### config.mk
export PLATFORM = sky130hd
export DESIGN_NAME = load_align_unit_flat
export DESIGN_NICKNAME = d
export VERILOG_FILES = /design/src/rtl/load_align_if.sv /design/src/rtl/load_align_unit.sv /design/src/flat_wrapper.sv
export SDC_FILE = /design/constraint.sdc
export NUM_CORES = 1
export LEC_CHECK = 0
export BUFFER_PORTS_ARGS = -buffer_cell sky130_fd_sc_hd__buf_2
export CAP_MARGIN = 20
export CORE_UTILIZATION = 55
export CTS_BUF_LIST = sky130_fd_sc_hd__clkbuf_4 sky130_fd_sc_hd__clkbuf_8
export DETAILED_ROUTE_END_ITERATION = 7
export GPL_TIMING_DRIVEN = 0
export PLACE_DENSITY_LB_ADDON = 0.3
export SLEW_MARGIN = 10
export SYNTH_ARGS = -nofsm -noshare
export SYNTH_HDL_FRONTEND = slang
export SYNTH_SLANG_ARGS = --single-unit
### constraint.sdc
create_clock -name clk -period 9.5 [get_ports clk]
set_input_delay 0.95 -clock clk [delete_from_list [all_inputs] [get_ports clk]]
set_output_delay 0.95 -clock clk [all_outputs]
set_load 0.01 [all_outputs]
### src/rtl/load_align_if.sv
// Load-unit handshake bundle: request side, aligned bus read side and result side.
// The slave modport is the load unit itself; master is the core/bus environment.
interface load_align_if #(
  parameter int DATA_W = 64,
  parameter int ADDR_W = 64
);
  logic              req_valid;
  logic              req_ready;
  logic [ADDR_W-1:0] req_addr;
  logic [1:0]        req_msize;
  logic              req_unsigned;
  logic              bus_req_valid;
  logic [ADDR_W-1:0] bus_addr;
  logic              bus_resp_valid;
  logic [DATA_W-1:0] bus_rdata;
  logic              resp_valid;
  logic              resp_ready;
  logic [DATA_W-1:0] resp_data;
  logic              resp_fault;

  modport master (
    output req_valid, req_addr, req_msize, req_unsigned,
    output bus_resp_valid, bus_rdata, resp_ready,
    input  req_ready, bus_req_valid, bus_addr, resp_valid, resp_data, resp_fault
  );

  modport slave (
    input  req_valid, req_addr, req_msize, req_unsigned,
    input  bus_resp_valid, bus_rdata, resp_ready,
    output req_ready, bus_req_valid, bus_addr, resp_valid, resp_data, resp_fault
  );
endinterface

### src/rtl/load_align_unit.sv
// Memory-stage load path: one or two aligned bus reads, beat merge, byte extraction
// and zero/sign extension to DATA_W. Line-crossing loads split or fault per MISALIGN_EN.
module load_align_unit #(
  parameter int DATA_W      = 64,
  parameter int ADDR_W      = 64,
  parameter int MISALIGN_EN = 1
) (
  input logic         clk,
  input logic         reset,
  load_align_if.slave port
);
  localparam int BYTES = DATA_W / 8;
  localparam int OFF_W = $clog2(BYTES);

  typedef enum logic [1:0] {IDLE, RD0, RD1, DONE} state_t;

  state_t            state_reg, state_next;
  logic [ADDR_W-1:0] addr_reg;
  logic [1:0]        msize_reg;
  logic              unsigned_reg;
  logic              cross_reg;
  logic              fault_reg;
  logic [DATA_W-1:0] beat0_reg;
  logic [DATA_W-1:0] data_reg;

  // Request classification, evaluated on the incoming request in IDLE.
  logic [OFF_W-1:0] req_off;
  logic [4:0]       req_bytes;
  logic             req_cross;
  logic             req_fault;

  assign req_off   = port.req_addr[OFF_W-1:0];
  assign req_bytes = 5'd1 << port.req_msize;
  assign req_cross = (5'(req_off) + req_bytes) > 5'(BYTES);
  assign req_fault = (req_bytes > 5'(BYTES)) || (req_cross && (MISALIGN_EN == 0));

  // Result is formed from the beat arriving this cycle so it can be registered on entry to DONE.
  logic [2*DATA_W-1:0] window;
  logic [2*DATA_W-1:0] shifted;
  logic [6:0]          nbits;
  logic                sign_bit;
  logic [DATA_W-1:0]   extended;

  assign window  = (state_reg == RD1) ? {port.bus_rdata, beat0_reg}
                                      : {{DATA_W{1'b0}}, port.bus_rdata};
  assign shifted = window >> {addr_reg[OFF_W-1:0], 3'b000};
  assign nbits   = 7'd8 << msize_reg;

  always_comb begin
    sign_bit = 1'b0;
    case (msize_reg)
      2'd0:    sign_bit = shifted[7];
      2'd1:    sign_bit = shifted[15];
      2'd2:    sign_bit = shifted[31];
      default: sign_bit = shifted[63];
    endcase
    if (unsigned_reg)
      sign_bit = 1'b0;
  end

  for (genvar gi = 0; gi < DATA_W; gi++) begin : g_ext
    assign extended[gi] = (nbits > 7'(gi)) ? shifted[gi] : sign_bit;
  end

  // State register
  always_ff @(posedge clk or posedge reset) begin
    if (reset)
      state_reg <= IDLE;
    else
      state_reg <= state_next;
  end

  // Next-state logic
  always_comb begin
    state_next = state_reg;
    case (state_reg)
      IDLE: if (port.req_valid)      state_next = req_fault ? DONE : RD0;
      RD0:  if (port.bus_resp_valid) state_next = cross_reg ? RD1 : DONE;
      RD1:  if (port.bus_resp_valid) state_next = DONE;
      DONE: if (port.resp_ready)     state_next = IDLE;
      default:                       state_next = IDLE;
    endcase
  end

  // Request latch and beat/result capture
  always_ff @(posedge clk or posedge reset) begin
    if (reset) begin
      addr_reg     <= '0;
      msize_reg    <= '0;
      unsigned_reg <= 1'b0;
      cross_reg    <= 1'b0;
      fault_reg    <= 1'b0;
      beat0_reg    <= '0;
      data_reg     <= '0;
    end else begin
      case (state_reg)
        IDLE: if (port.req_valid) begin
          addr_reg     <= port.req_addr;
          msize_reg    <= port.req_msize;
          unsigned_reg <= port.req_unsigned;
          cross_reg    <= req_cross;
          fault_reg    <= req_fault;
          data_reg     <= '0;
        end
        RD0: if (port.bus_resp_valid) begin
          beat0_reg <= port.bus_rdata;
          if (!cross_reg)
            data_reg <= extended;
        end
        RD1: if (port.bus_resp_valid)
          data_reg <= extended;
        default: ;
      endcase
    end
  end

  // State-decoded outputs; second beat address wraps naturally at ADDR_W.
  logic [ADDR_W-1:0] base_addr;
  assign base_addr = {addr_reg[ADDR_W-1:OFF_W], {OFF_W{1'b0}}};

  always_comb begin
    port.req_ready     = (state_reg == IDLE);
    port.bus_req_valid = (state_reg == RD0) || (state_reg == RD1);
    port.bus_addr      = (state_reg == RD1) ? base_addr + ADDR_W'(BYTES) : base_addr;
    port.resp_valid    = (state_reg == DONE);
    port.resp_data     = data_reg;
    port.resp_fault    = fault_reg;
  end
endmodule

### src/flat_wrapper.sv
// flat-port wrapper written by rule: the top's interface ports become plain ports
module load_align_unit_flat 
#(
  parameter int DATA_W      = 64,
  parameter int ADDR_W      = 64,
  parameter int MISALIGN_EN = 1
)
  (clk, reset, port_req_valid, port_req_addr, port_req_msize, port_req_unsigned, port_bus_resp_valid, port_bus_rdata, port_resp_ready, port_req_ready, port_bus_req_valid, port_bus_addr, port_resp_valid, port_resp_data, port_resp_fault);
  load_align_if #(.DATA_W(DATA_W), .ADDR_W(ADDR_W)) port_i ();
  input logic clk;
  input logic reset;
  input wire logic [$bits(port_i.req_valid)-1:0] port_req_valid;
  input wire logic [$bits(port_i.req_addr)-1:0] port_req_addr;
  input wire logic [$bits(port_i.req_msize)-1:0] port_req_msize;
  input wire logic [$bits(port_i.req_unsigned)-1:0] port_req_unsigned;
  input wire logic [$bits(port_i.bus_resp_valid)-1:0] port_bus_resp_valid;
  input wire logic [$bits(port_i.bus_rdata)-1:0] port_bus_rdata;
  input wire logic [$bits(port_i.resp_ready)-1:0] port_resp_ready;
  output wire logic [$bits(port_i.req_ready)-1:0] port_req_ready;
  output wire logic [$bits(port_i.bus_req_valid)-1:0] port_bus_req_valid;
  output wire logic [$bits(port_i.bus_addr)-1:0] port_bus_addr;
  output wire logic [$bits(port_i.resp_valid)-1:0] port_resp_valid;
  output wire logic [$bits(port_i.resp_data)-1:0] port_resp_data;
  output wire logic [$bits(port_i.resp_fault)-1:0] port_resp_fault;
  assign port_i.req_valid = port_req_valid;
  assign port_i.req_addr = port_req_addr;
  assign port_i.req_msize = port_req_msize;
  assign port_i.req_unsigned = port_req_unsigned;
  assign port_i.bus_resp_valid = port_bus_resp_valid;
  assign port_i.bus_rdata = port_bus_rdata;
  assign port_i.resp_ready = port_resp_ready;
  assign port_req_ready = port_i.req_ready;
  assign port_bus_req_valid = port_i.bus_req_valid;
  assign port_bus_addr = port_i.bus_addr;
  assign port_resp_valid = port_i.resp_valid;
  assign port_resp_data = port_i.resp_data;
  assign port_resp_fault = port_i.resp_fault;
  load_align_unit #(.DATA_W(DATA_W), .ADDR_W(ADDR_W), .MISALIGN_EN(MISALIGN_EN)) u_core (.clk(clk), .reset(reset), .port(port_i));
endmodule
# Word level (Yosys, flattened, before mapping)
# Cells that the tools add are included.
[classes]
n_bitwise = 0
n_eq_ne = 10
n_lt_le_gt_ge = 66
div_mod_pow = 0
n_addsub = 2
n_reduce_logical = 8
shifts = 3
multipliers = 0
n_mux = 80
[ops]
columns = ["operator", "count"]
rows = [
  ["$mux 64", 5],
  ["$gt 7x6->1 const B", 32],
  ["$pmux 64 s3", 1],
  ["$mux 128", 1],
  ["$shr 128x6->64", 1],
  ["$gt 7x5->1 const B", 16],
  ["$mux 1", 66],
  ["$add 64x4->64 const B", 1],
  ["$gt 7x4->1 const B", 8],
  ["$gt 7x3->1 const B", 4],
  ["$gt 7x1->1 const B", 2],
  ["$gt 7x2->1 const B", 2],
  ["$gt 5x4->1 const B", 2],
  ["$mux 2", 5],
  ["$ne 2x2->1 const B", 5],
  ["$pmux 2 s4", 1],
  ["$shl 4x2->7 const A", 1],
  ["$eq 2x2->1 const B", 3],
  ["$add 3x5->5", 1],
  ["$reduce_and 5->1", 1],
  ["$shl 1x2->5 const A", 1],
  ["$eq 2x1->1 const B", 2],
  ["$logic_not 2->1", 2],
  ["$reduce_and 2->1", 2],
  ["other kinds (4)", 4],
]
[word_totals]
output_inout_bits = 132
mem_count = 0
register_bits = 199
ram_bits = 0
wordCells = 177
latchBits = 0
romBits = 0

# Depth between registers and ports, before layout
# Gate-level depths: netlist (run 1).
[depth]
word_depth = 9
ltp_mapped = 12
mapped_depth_nobuf = 9

# Least setup slack after synthesis (run 1)
# OpenSTA, ideal clock, no wires.
[synth_timing]
path_kind = "reg2out"
start = "register u_core.state_reg[0]"
end = "output port_bus_addr[26]"
arrival_time_ns = 2.320
path_stages_with_launch = 10
slack_ns = 6.230
cell_sequence = "dfrtp_1 inv_1 ha_1 buf_6 buf_2 nand4_1 nor4_1 and2b_1 nand3_1 xnor2_1"
[synth_via]
elab_chain_cells = 2
[synth_lines]
columns = ["item", "line_no", "source"]
rows = [
  ["from (decl)", "load_align_unit.sv:17", "state_t state_reg, state_next;"],
  ["from (signal assigned)", "load_align_unit.sv:70", "state_reg <= state_next;"],
  ["$eq 2x2->1", "load_align_unit.sv:124", "port.bus_addr = (state_reg == RD1) ? base_addr + ADDR_W'(BYTES) : base_addr;"],
  ["$mux 64", "load_align_unit.sv:124", ""],
  ["to (decl)", "flat_wrapper.sv:21", "output wire logic [$bits(port_i.bus_addr)-1:0] port_bus_addr;"],
]
# No other way between the ends.

# Final worst setup path (run 1)
[layout_timing]
start = "register u_core.state_reg[0]"
end = "output port_bus_addr[48]"
# Same word-level chain as after synthesis.

==> results.cfg, run 1 <==
[routing]
routedWlPerCell_um = 24.8
dr.pass1.iters = 8
drtIter0Drc = 1058
drtAntennaViolNets = 0
viasPerCell = 6.15
drc = 0
vias = 11629
wirelength_um = 47000

[timing]
fin_tns_setup_ns = 0
worst_slack_ns = 4.97
post-route-period-util_pct = 47.7
setup_violations = 0
finalHoldViolCount = 0
whs_ns = 0.481
period_needed_ns = 4.53
fmax_mhz = 221
grt_setup_unrepaired = false
tightest_slew_ns = 1.02
timing.slew.headroom_pct = 31.6
finClkSkew_ns = 0.0223
slew_viol_final = 0

[pwr]
pwr_density_cell_nw_per_um2 = 359
peakVddDrop_uv = 192
finalPower_mw = 5.37
p_leak_nw = 6.87

[grt]
antenna_found_initial = 0
grt_use_total_pct = 40.1
first_global_vias = 11535
gr-total-overflow = 0
grt_pass1_wl_um = 70700
grt_max_degree = 112

[clock_network]
cts.clk_slew.worst_paths_ns = 0.13
clockBufferDepth = 2
cts_buffers = 17
post_cts_buffers = 0
cts-resized-gates = 0
htreeDepth = 4
cts_tree = yes
cts_root_buf = clkbuf_8
hold_buffers = 0
clock_sinks = 199
clk_latency_ns = 0.50

[floorplanning]
ios = 268
rows = 55
fp.dieH_um = 155
die-area_um2 = 23900
core_region_area_um2 = 22700
start_util_pct = 56.4
die_w_um = 155

[synthesis]
syn_area_per_cell_um2 = 9.79
synth_seq_cells = 199
synth_area_um2 = 12800
synth_edf_count = 0
yosysSeqAreaShare_pct = 38.9
ys_warn_count = 0
synth_ff_type = dfrtp_1
synth_cells = 1307
synth_cell_types = 59
postSynth.asyncResetShare_pct = 100

[worst_hold_path]
worstHoldPathType = input pin to async pin

[final_layout]
synthToLayoutAreaGrowth_pct = 16.9
final_nets = 1739
mostFrequentLayoutCells = buf_2, dfrtp_1, mux2_2
stdcell_area_um2 = 15000
final_common_cell = buf_2
antennaDiodeCount = 0
drive_above_1_share_pct = 35.3

[placed_design]
routabilityCongestion = 1.05
hpwl_um = 37700
place_area_um2 = 14500
io_buffers = 264
pre_cts_ws_ns = 5.57

[critical_path]
crit_path_start_kind = flip-flop
crit_type = flip-flop to output port
max_stage_delay_ns = 0.51
cp_top_family = simple AND/OR/NAND/NOR gates
worstPathMaxFanout = 10
critPathBufInv = 4
cp_cell_sequence = inv_1 -> ha_1 -> buf_6 -> buf_2 -> nand4_1 -> nand4b_1 -> nor2_2 -> nand4_1 -> xnor2_1 -> buf_2
cp_data_arrival_time_ns = 3.58
end_kind = output port
cp.required_ns = 8.55
cpMaxStageDelayCell = nand4b_1

[outcome]
status = complete, no violations

[job]
maxCapViolations = 0
## worst reg2reg max path, cell delays in order (launching register included)
cell	delay, ns
dfrtp_1	0.47
inv_1	0.14
ha_1	0.17
buf_6	0.15
buf_2	0.29
buf_2	0.36
buf_2	0.33
buf_1	0.55
a21oi_1	0.14
a21oi_1	0.34
o21ai_0	0.15
o21ai_0	0.16
## Yosys cell counts (4+ instances only)
| master | n | area [µm²] |
|---|---|---|
| nand2_1 | 179 | 672 |
| xor2_1 | 16 | 140 |
| ha_1 | 9 | 113 |
| nand3_1 | 60 | 300 |
| nor3_1 | 16 | 80.1 |
| o211a_1 | 6 | 60.1 |
| o21ai_0 | 71 | 355 |
| a211oi_1 | 20 | 150 |
| a211o_1 | 14 | 123 |
| mux2i_1 | 94 | 941 |
| and3_1 | 9 | 56.3 |
| buf_2 | 26 | 130 |
| nand4_1 | 16 | 100 |
| buf_4 | 6 | 45.0 |
| buf_6 | 4 | 45.0 |
| xnor2_1 | 47 | 412 |
| inv_1 | 18 | 67.6 |
| o311ai_0 | 5 | 43.8 |
| clkbuf_1 | 50 | 188 |
| o211ai_1 | 15 | 113 |
| o21ai_2 | 20 | 175 |
| and2_1 | 7 | 43.8 |
| nor2_1 | 73 | 274 |
| nand2b_1 | 5 | 31.3 |
| mux2_2 | 195 | 2200 |
| dfrtp_1 | 199 | 4980 |
| buf_1 | 10 | 37.5 |
| a21oi_1 | 40 | 200 |
| mux4_2 | 8 | 180 |
| o22ai_1 | 24 | 150 |
## cell families after synthesis
group / share of synthesized area [%]
other: 0.0293
muxes: 26.0
and+or+nand+nor: 13.7
xor gates and xnor gates: 4.31
adders and majority gates: 1.04
AOI/OAI and AO/OA: 11.9
buffers and inverters: 4.04
DFF: 38.9
## area by class of cell
type / instances / area [µm²]
Fill cell: 1881 / 7750
Multi-Input combinational cell: 995 / 7310
Sequential cell: 199 / 4980
Timing Repair Buffer: 265 / 1350
Buffer: 96 / 445
Tap cell: 285 / 357
Clock buffer: 18 / 248
Clock inverter: 14 / 194
Inverter: 19 / 78.8
## per-stage QoR
stage | cells | utilization (%)
after global placement | 1858 | 63.8
after global routing | 1891 | 65.9
after detailed placement | 1859 | 63.9
final | 1891 | 65.9
after floorplan | 1309 | -
after CTS | 1891 | 65.9
## layer usage
| metal | vias up | share of wire [%] | global-route usage, % |
|---|---|---|---|
| met4 | 0 | 4.2 | 18.3 |
| li1 | 5239 | - | - |
| met5 | - | 0 | 0 |
| met3 | 95 | 8.0 | 7.57 |
| met1 | 5685 | 41 | 51.1 |
| met2 | 610 | 47 | 66.4 |
## final timing paths
path	slack [ns]	start	cells past startpoint	to
max	4.97	u_core.state_reg[0]	10	port_bus_addr[48]
min	0.48	reset	2	u_core.addr_reg[27]
max reg2reg	6.17	u_core.state_reg[0]	11	u_core.port.resp_data[45]
min reg2reg	0.49	u_core.port.resp_data[35]	2	u_core.port.resp_data[35]
max in group asynchronous	8.01	reset	3	u_core.port.resp_data[24]
min in group clk	0.49	u_core.port.resp_data[35]	2	u_core.port.resp_data[35]
## report_power, final
group	internal, mW	switching (mW)
Clock	0.215	0.375
Sequential	1.23	0.314
Combinational	1.28	1.95
Total	2.73	2.64
Power figures use the tool's default switching activity.
==> run 2: changes to the inputs <==
Settings changed: ABC_AREA from default to 1, CORE_UTILIZATION 55 to 52.
Clock period 9.5 ns to 3.99 ns, I/O delays scaled along.
==> run 2 against run 1 <==
Count of clock-buffer cells in the layout is the same. Sequential share of layout area shrank 2.2 points. Flip-flop and latch count is the same. Largest power group unchanged. Combinational power grew to 2.7 times the previous value. Via count grew 38%. Worst setup slack lost 4.7 ns. Critical endpoint is now port_bus_addr[52]. Sequential power grew 130%. Cell count grew 42%. Clock power grew 140%. Core utilization shrank 4.2 points. Highest routed layer is now met5.
==> results.cfg, run 2 <==
[timing]
finClkSkew_ns = 0.0276
worst_slack_ns = 0.274
tightest_slew_ns = 0.973
grt_setup_unrepaired = false
setup_violations = 0
post-route-period-util_pct = 93.1
timing.slew.headroom_pct = 34.4
whs_ns = 0.0608
finalHoldViolCount = 0
slew_viol_final = 0
period_needed_ns = 3.72
fmax_mhz = 269

[pwr]
pwr_density_cell_nw_per_um2 = 863
finalPower_mw = 13.8
p_leak_nw = 8.15
peakVddDrop_uv = 532

[floorplanning]
die-area_um2 = 27100
core_region_area_um2 = 26000
start_util_pct = 53.0
fp.dieH_um = 165
rows = 59
die_w_um = 165
ios = 268

[grt]
grt_use_total_pct = 46.1
antenna_found_initial = 2
gr-total-overflow = 0
grt_pass1_wl_um = 91400
grt_max_degree = 42
first_global_vias = 15458

[critical_path]
crit_type = flip-flop to output port
critPathBufInv = 7
cpMaxStageDelayCell = dfrtp_1
crit_path_start_kind = flip-flop
crit_top_cell = buf_6
rrSetupSlack_ns = 0.75
cp.required_ns = 3.59
max_stage_delay_ns = 0.43
end_kind = output port
worstPathMaxFanout = 10
cp_data_arrival_time_ns = 3.32
cp_top_family = buffers and inverters
cp_cell_sequence = inv_1 -> ha_1 -> buf_6 -> buf_6 -> buf_6 -> buf_4 -> buf_4 -> nand4_1 -> nor3_2 -> nand4_1 -> xor2_1 -> buf_2

[worst_hold_path]
worstHoldPathType = input pin to flip-flop

[routing]
viasPerCell = 5.96
drc = 0
wirelength_um = 61500
vias = 16009
routedWlPerCell_um = 22.9
drtAntennaViolNets = 0
dr.pass1.iters = 7
drtIter0Drc = 1777

[synthesis]
synth_cell_types = 51
synth_ff_type = dfrtp_1
ys_warn_count = 0
synth_top_cell_area_share_pct = 36.2
syn_area_per_cell_um2 = 6.73
yosysSeqAreaShare_pct = 36.2
synth_area_um2 = 13800
yosysMostFrequentCell = nand2_1
synthTopCellsByCount = nand2_1, o21ai_0, dfrtp_1
synth_area_leaders = dfrtp_1, nand2_1, o21ai_0, nand3_1, inv_1
synth_edf_count = 0
synth_seq_cells = 199
yosysTopAreaCell = dfrtp_1
postSynth.asyncResetShare_pct = 100
synth_cells = 2046

[clock_network]
cts.clk_slew.worst_paths_ns = 0.13
clock_sinks = 199
cts_buffers = 17
cts_tree = yes
clk_latency_ns = 0.52
htreeDepth = 4
clockBufferDepth = 2
cts_root_buf = clkbuf_8

[final_layout]
drive_above_1_share_pct = 17.9
fillCellCount = 2460
fin_util_pct = 61.7
final_nets = 2483
mostFrequentLayoutCells = nand2_1, buf_2, o21ai_0
synthToLayoutAreaGrowth_pct = 16.5
final_common_cell = nand2_1

[placed_design]
hpwl_um = 48400
pre_cts_ws_ns = 0.889
routabilityCongestion = 1.11
io_buffers = 264

[outcome]
status = complete, no violations

[job]
maxCapViolations = 0
[run 2: report_power, final]
part	switching [mW]	internal (mW)	leakage, nW
Combinational	6.22	2.64	5.44
Clock	0.910	0.489	0.201
Sequential	0.688	2.90	2.51
[run 2: repair_timing]
item | 4_1_cts | 5_1_grt
endpoints found under the setup margin | 0 | 0
resized for setup | 0 | 0
buffers inserted | 0 | 0
endpoints found under the hold margin | 13 | 0
hold buffers | 1 | 0
[run 2: logic make-up after synthesis]
logic type | count (synthesis) | share of synthesized area, %
AO/OA/AOI/OAI | 378 | 14.9
XOR/XNOR | 53 | 3.37
adder cells (fa/ha/maj) | 10 | 0.963
buffers and inverters | 282 | 9.20
flip-flops | 199 | 36.2
multiplexers | 25 | 1.99
other | 1 | 0.0272
AND/OR/NAND/NOR | 1098 | 33.3
[run 2: through the flow]
stage               TNS, ns  std cells  area [µm²]
floorplan                 0       2048       13800
global placement      -5.26       2647       15500
detailed placement        0       2652       15600
CTS                       0       2684       16000
global route              0       2684       16000
finish                    0       2685       16000
[run 2: tightest hold or removal path, delay by kind of cell]
kind | cells | cell delay (ns)
buffers and inverters | 1 | 0.07
and+or+nand+nor | 2 | 0.08
[run 2: path summary, 6_finish.rpt]
path / start / end / cells past startpoint
worst max register to register: u_core.state_reg[0] / u_core.port.resp_data[9] / 13
worst min register to register: u_core.port.resp_data[43] / u_core.port.resp_data[43] / 2
max in group asynchronous: reset / u_core.port.resp_data[58] / 6
worst max-delay path: u_core.state_reg[0] / port_bus_addr[52] / 12
min in group asynchronous: reset / u_core.addr_reg[13] / 3
worst min-delay path: port_req_addr[43] / u_core.addr_reg[43] / 3
[run 2: final cells by class]
| cell class | instances | area [µm²] | share of cell area [%] |
|---|---|---|---|
| flip-flops and latches | 199 | 4980 | 31.1 |
| well taps | 335 | 419 | 2.61 |
| diodes | 1 | 2.50 | 0.0156 |
| inverters | 152 | 574 | 3.58 |
| repair buffers | 270 | 1430 | 8.93 |
| multi-input cells | 1567 | 7530 | 47.0 |
| clock inverters | 13 | 154 | 0.960 |
| plain buffers | 130 | 696 | 4.34 |
| clock buffers | 18 | 248 | 1.54 |
[run 2: routing by layer]
metal / track usage, % / share of wire [%] / wire length (µm) / up-vias
met4: 32.6 / 8.1 / 4960 / 2
met5: 0 / 0.024 / 15 / -
li1: - / - / - / 7220
met3: 9.54 / 9.9 / 6120 / 281
met1: 53.8 / 36 / 22000 / 7465
met2: 75.3 / 46 / 28400 / 1041
==> run 3: changes to the inputs <==
Settings changed: CORE_UTILIZATION 52 to 55.
Clock period 3.99 ns to 4.66 ns, I/O delays scaled along.
==> run 3 against run 2 <==
Total power is 15% lower. Global-route usage is 0.96 points higher. Sequential power is 14% lower. Worst hold slack worse by 0.049 ns. The flow now finishes with violations (design-rule violations). Count of clock-buffer cells in the layout is 1 higher. Non-clock buffer count stayed put. Cell area is 0.21% lower. Largest cell class unchanged.
==> results.cfg, run 3 (synthesis results as in run 2) <==
[placed_design]
hpwl_um = 47100
pre_cts_ws_ns = 1.45
io_buffers = 264
routabilityCongestion = 1.09
place_area_um2 = 15600
dp_cells = 2641

[timing]
setup_violations = 0
worst_slack_ns = 0.802
slew_viol_final = 0
grt_setup_unrepaired = false
period_needed_ns = 3.86
fmax_mhz = 259
fin_tns_setup_ns = 0
tightest_slew_ns = 1.05
whs_ns = 0.0113
post-route-period-util_pct = 82.8
finalHoldViolCount = 0
finClkSkew_ns = 0.0299
timing.slew.headroom_pct = 29.0

[grt]
grt_max_degree = 40
grt_pass1_wl_um = 90700
first_global_vias = 15690
grt_use_total_pct = 47.0
gr-total-overflow = 0
antenna_found_initial = 2

[final_layout]
drive_above_1_share_pct = 18.0
final_common_cell = nand2_1
synthToLayoutAreaGrowth_pct = 16.2
mostFrequentLayoutCells = nand2_1, buf_2, o21ai_0
stdcell_area_um2 = 16000
stdcell_count = 2676
fin_util_pct = 65.4
final_nets = 2483

[pwr]
p_switching_mw = 6.61
p_leak_nw = 8.15
power_frac_comb_pct = 63.8
peakVddDrop_uv = 352
finalPower_mw = 11.8
p_int_mw = 5.16
power_frac_seq_pct = 26.2
pwr_density_cell_nw_per_um2 = 736
p_sw_share_pct = 56.2
pwr-share-clk_pct = 10.0

[critical_path]
cp_cell_sequence = inv_1 -> ha_1 -> buf_6 -> buf_6 -> buf_4 -> nand2_2 -> nor2_1 -> nand4_1 -> nor2_1 -> nand2_1 -> nand2_1 -> nand2_1 -> buf_2
cpMaxStageDelayCell = dfrtp_1
crit_type = flip-flop to output port
crit_start = u_core.state_reg[0]
endpoint = port_bus_addr[59]
cp.required_ns = 4.19
r2r-end = u_core.port.resp_data[21]
worst-path-stages = 13
r2r-start = u_core.state_reg[0]
critPathBufInv = 5
crit_path_start_kind = flip-flop
reg2reg_depth = 14
cp_top_family = simple AND/OR/NAND/NOR gates
cp_data_arrival_time_ns = 3.39
end_kind = output port
max_stage_delay_ns = 0.42
crit_top_cell = nand2_1
rrSetupSlack_ns = 1.52
worstPathMaxFanout = 10

[outcome]
status = finished with violations
violations = design-rule violations

[routing]
drtAntennaViolNets = 0
routedWlPerCell_um = 22.4
wirelength_um = 59900
drc = 1
viasPerCell = 6.11
vias = 16361
dr.pass1.iters = 8
drtIter0Drc = 2152

[clock_network]
cts.clk_slew.worst_paths_ns = 0.13
cts_buffers = 17
clk_latency_ns = 0.51
cts-resized-gates = 0
htreeDepth = 4
hold_buffers = 0
clock_sinks = 199
clockBufferDepth = 2
cts_tree = yes
cts_root_buf = clkbuf_8
post_cts_buffers = 0

[floorplanning]
ios = 268
core_region_area_um2 = 24500
die-area_um2 = 25700
fp.dieH_um = 160
rows = 57
start_util_pct = 56.3
die_w_um = 160

[worst_hold_path]
worstHoldPathType = input pin to async pin

[job]
maxCapViolations = 0
-- run 3: cell types whose count changed in the layout (fill, tap and decap cells not counted) --
cell	before	now
clkbuf_4	0	3
clkinv_8	4	2
inv_8	1	3
clkbuf_8	18	17
clkinv_2	0	1
diode_2	1	2
dlygate4sd3_1	1	0
inv_12	1	0
-- run 3: how the worst min path moves through the flow --
stage / end / slack [ns] / startpoint / cells after the start
after floorplan: u_core.beat0_reg[24] / 0.45 / u_core.beat0_reg[24] / 2
final: u_core.addr_reg[14] / 0.01 / reset / 2
after detailed placement: u_core.port.resp_data[22] / 0.46 / u_core.port.resp_data[22] / 2
after global placement: u_core.port.resp_data[43] / 0.46 / u_core.port.resp_data[43] / 2
after CTS: u_core.addr_reg[11] / 0.04 / reset / 2
after global routing: u_core.addr_reg[11] / 0.06 / reset / 2
-- run 3: power groups by stage --
stage	sequential [mW]	clock (mW)	combinational, mW
final	3.09	1.17	7.51
after global routing	3.15	1.22	8.00
after CTS	3.05	1.15	7.18
after detailed placement	3.08	0	7.15
after global placement	3.05	0	7.02
after floorplan	3.02	0	4.48
-- run 3: layout make-up --
type	instances	area, µm²
Antenna cell	2	5.00
Buffer	130	696
Clock buffer	19	249
Clock inverter	13	133
Fill cell	2225	8460
Inverter	152	574
Multi-Input combinational cell	1567	7530
Sequential cell	199	4980
Tap cell	324	405
Timing Repair Buffer	270	1430
-- run 3: metal layers --
metal / global-route usage (%) / wire, µm / vias to the layer above
met4: 33.4 / 5000 / 0
met1: 55.3 / 21000 / 7586
met5: 0 / 0 / -
met3: 10.4 / 6510 / 300
met2: 76.2 / 27500 / 1256
li1: - / - / 7219
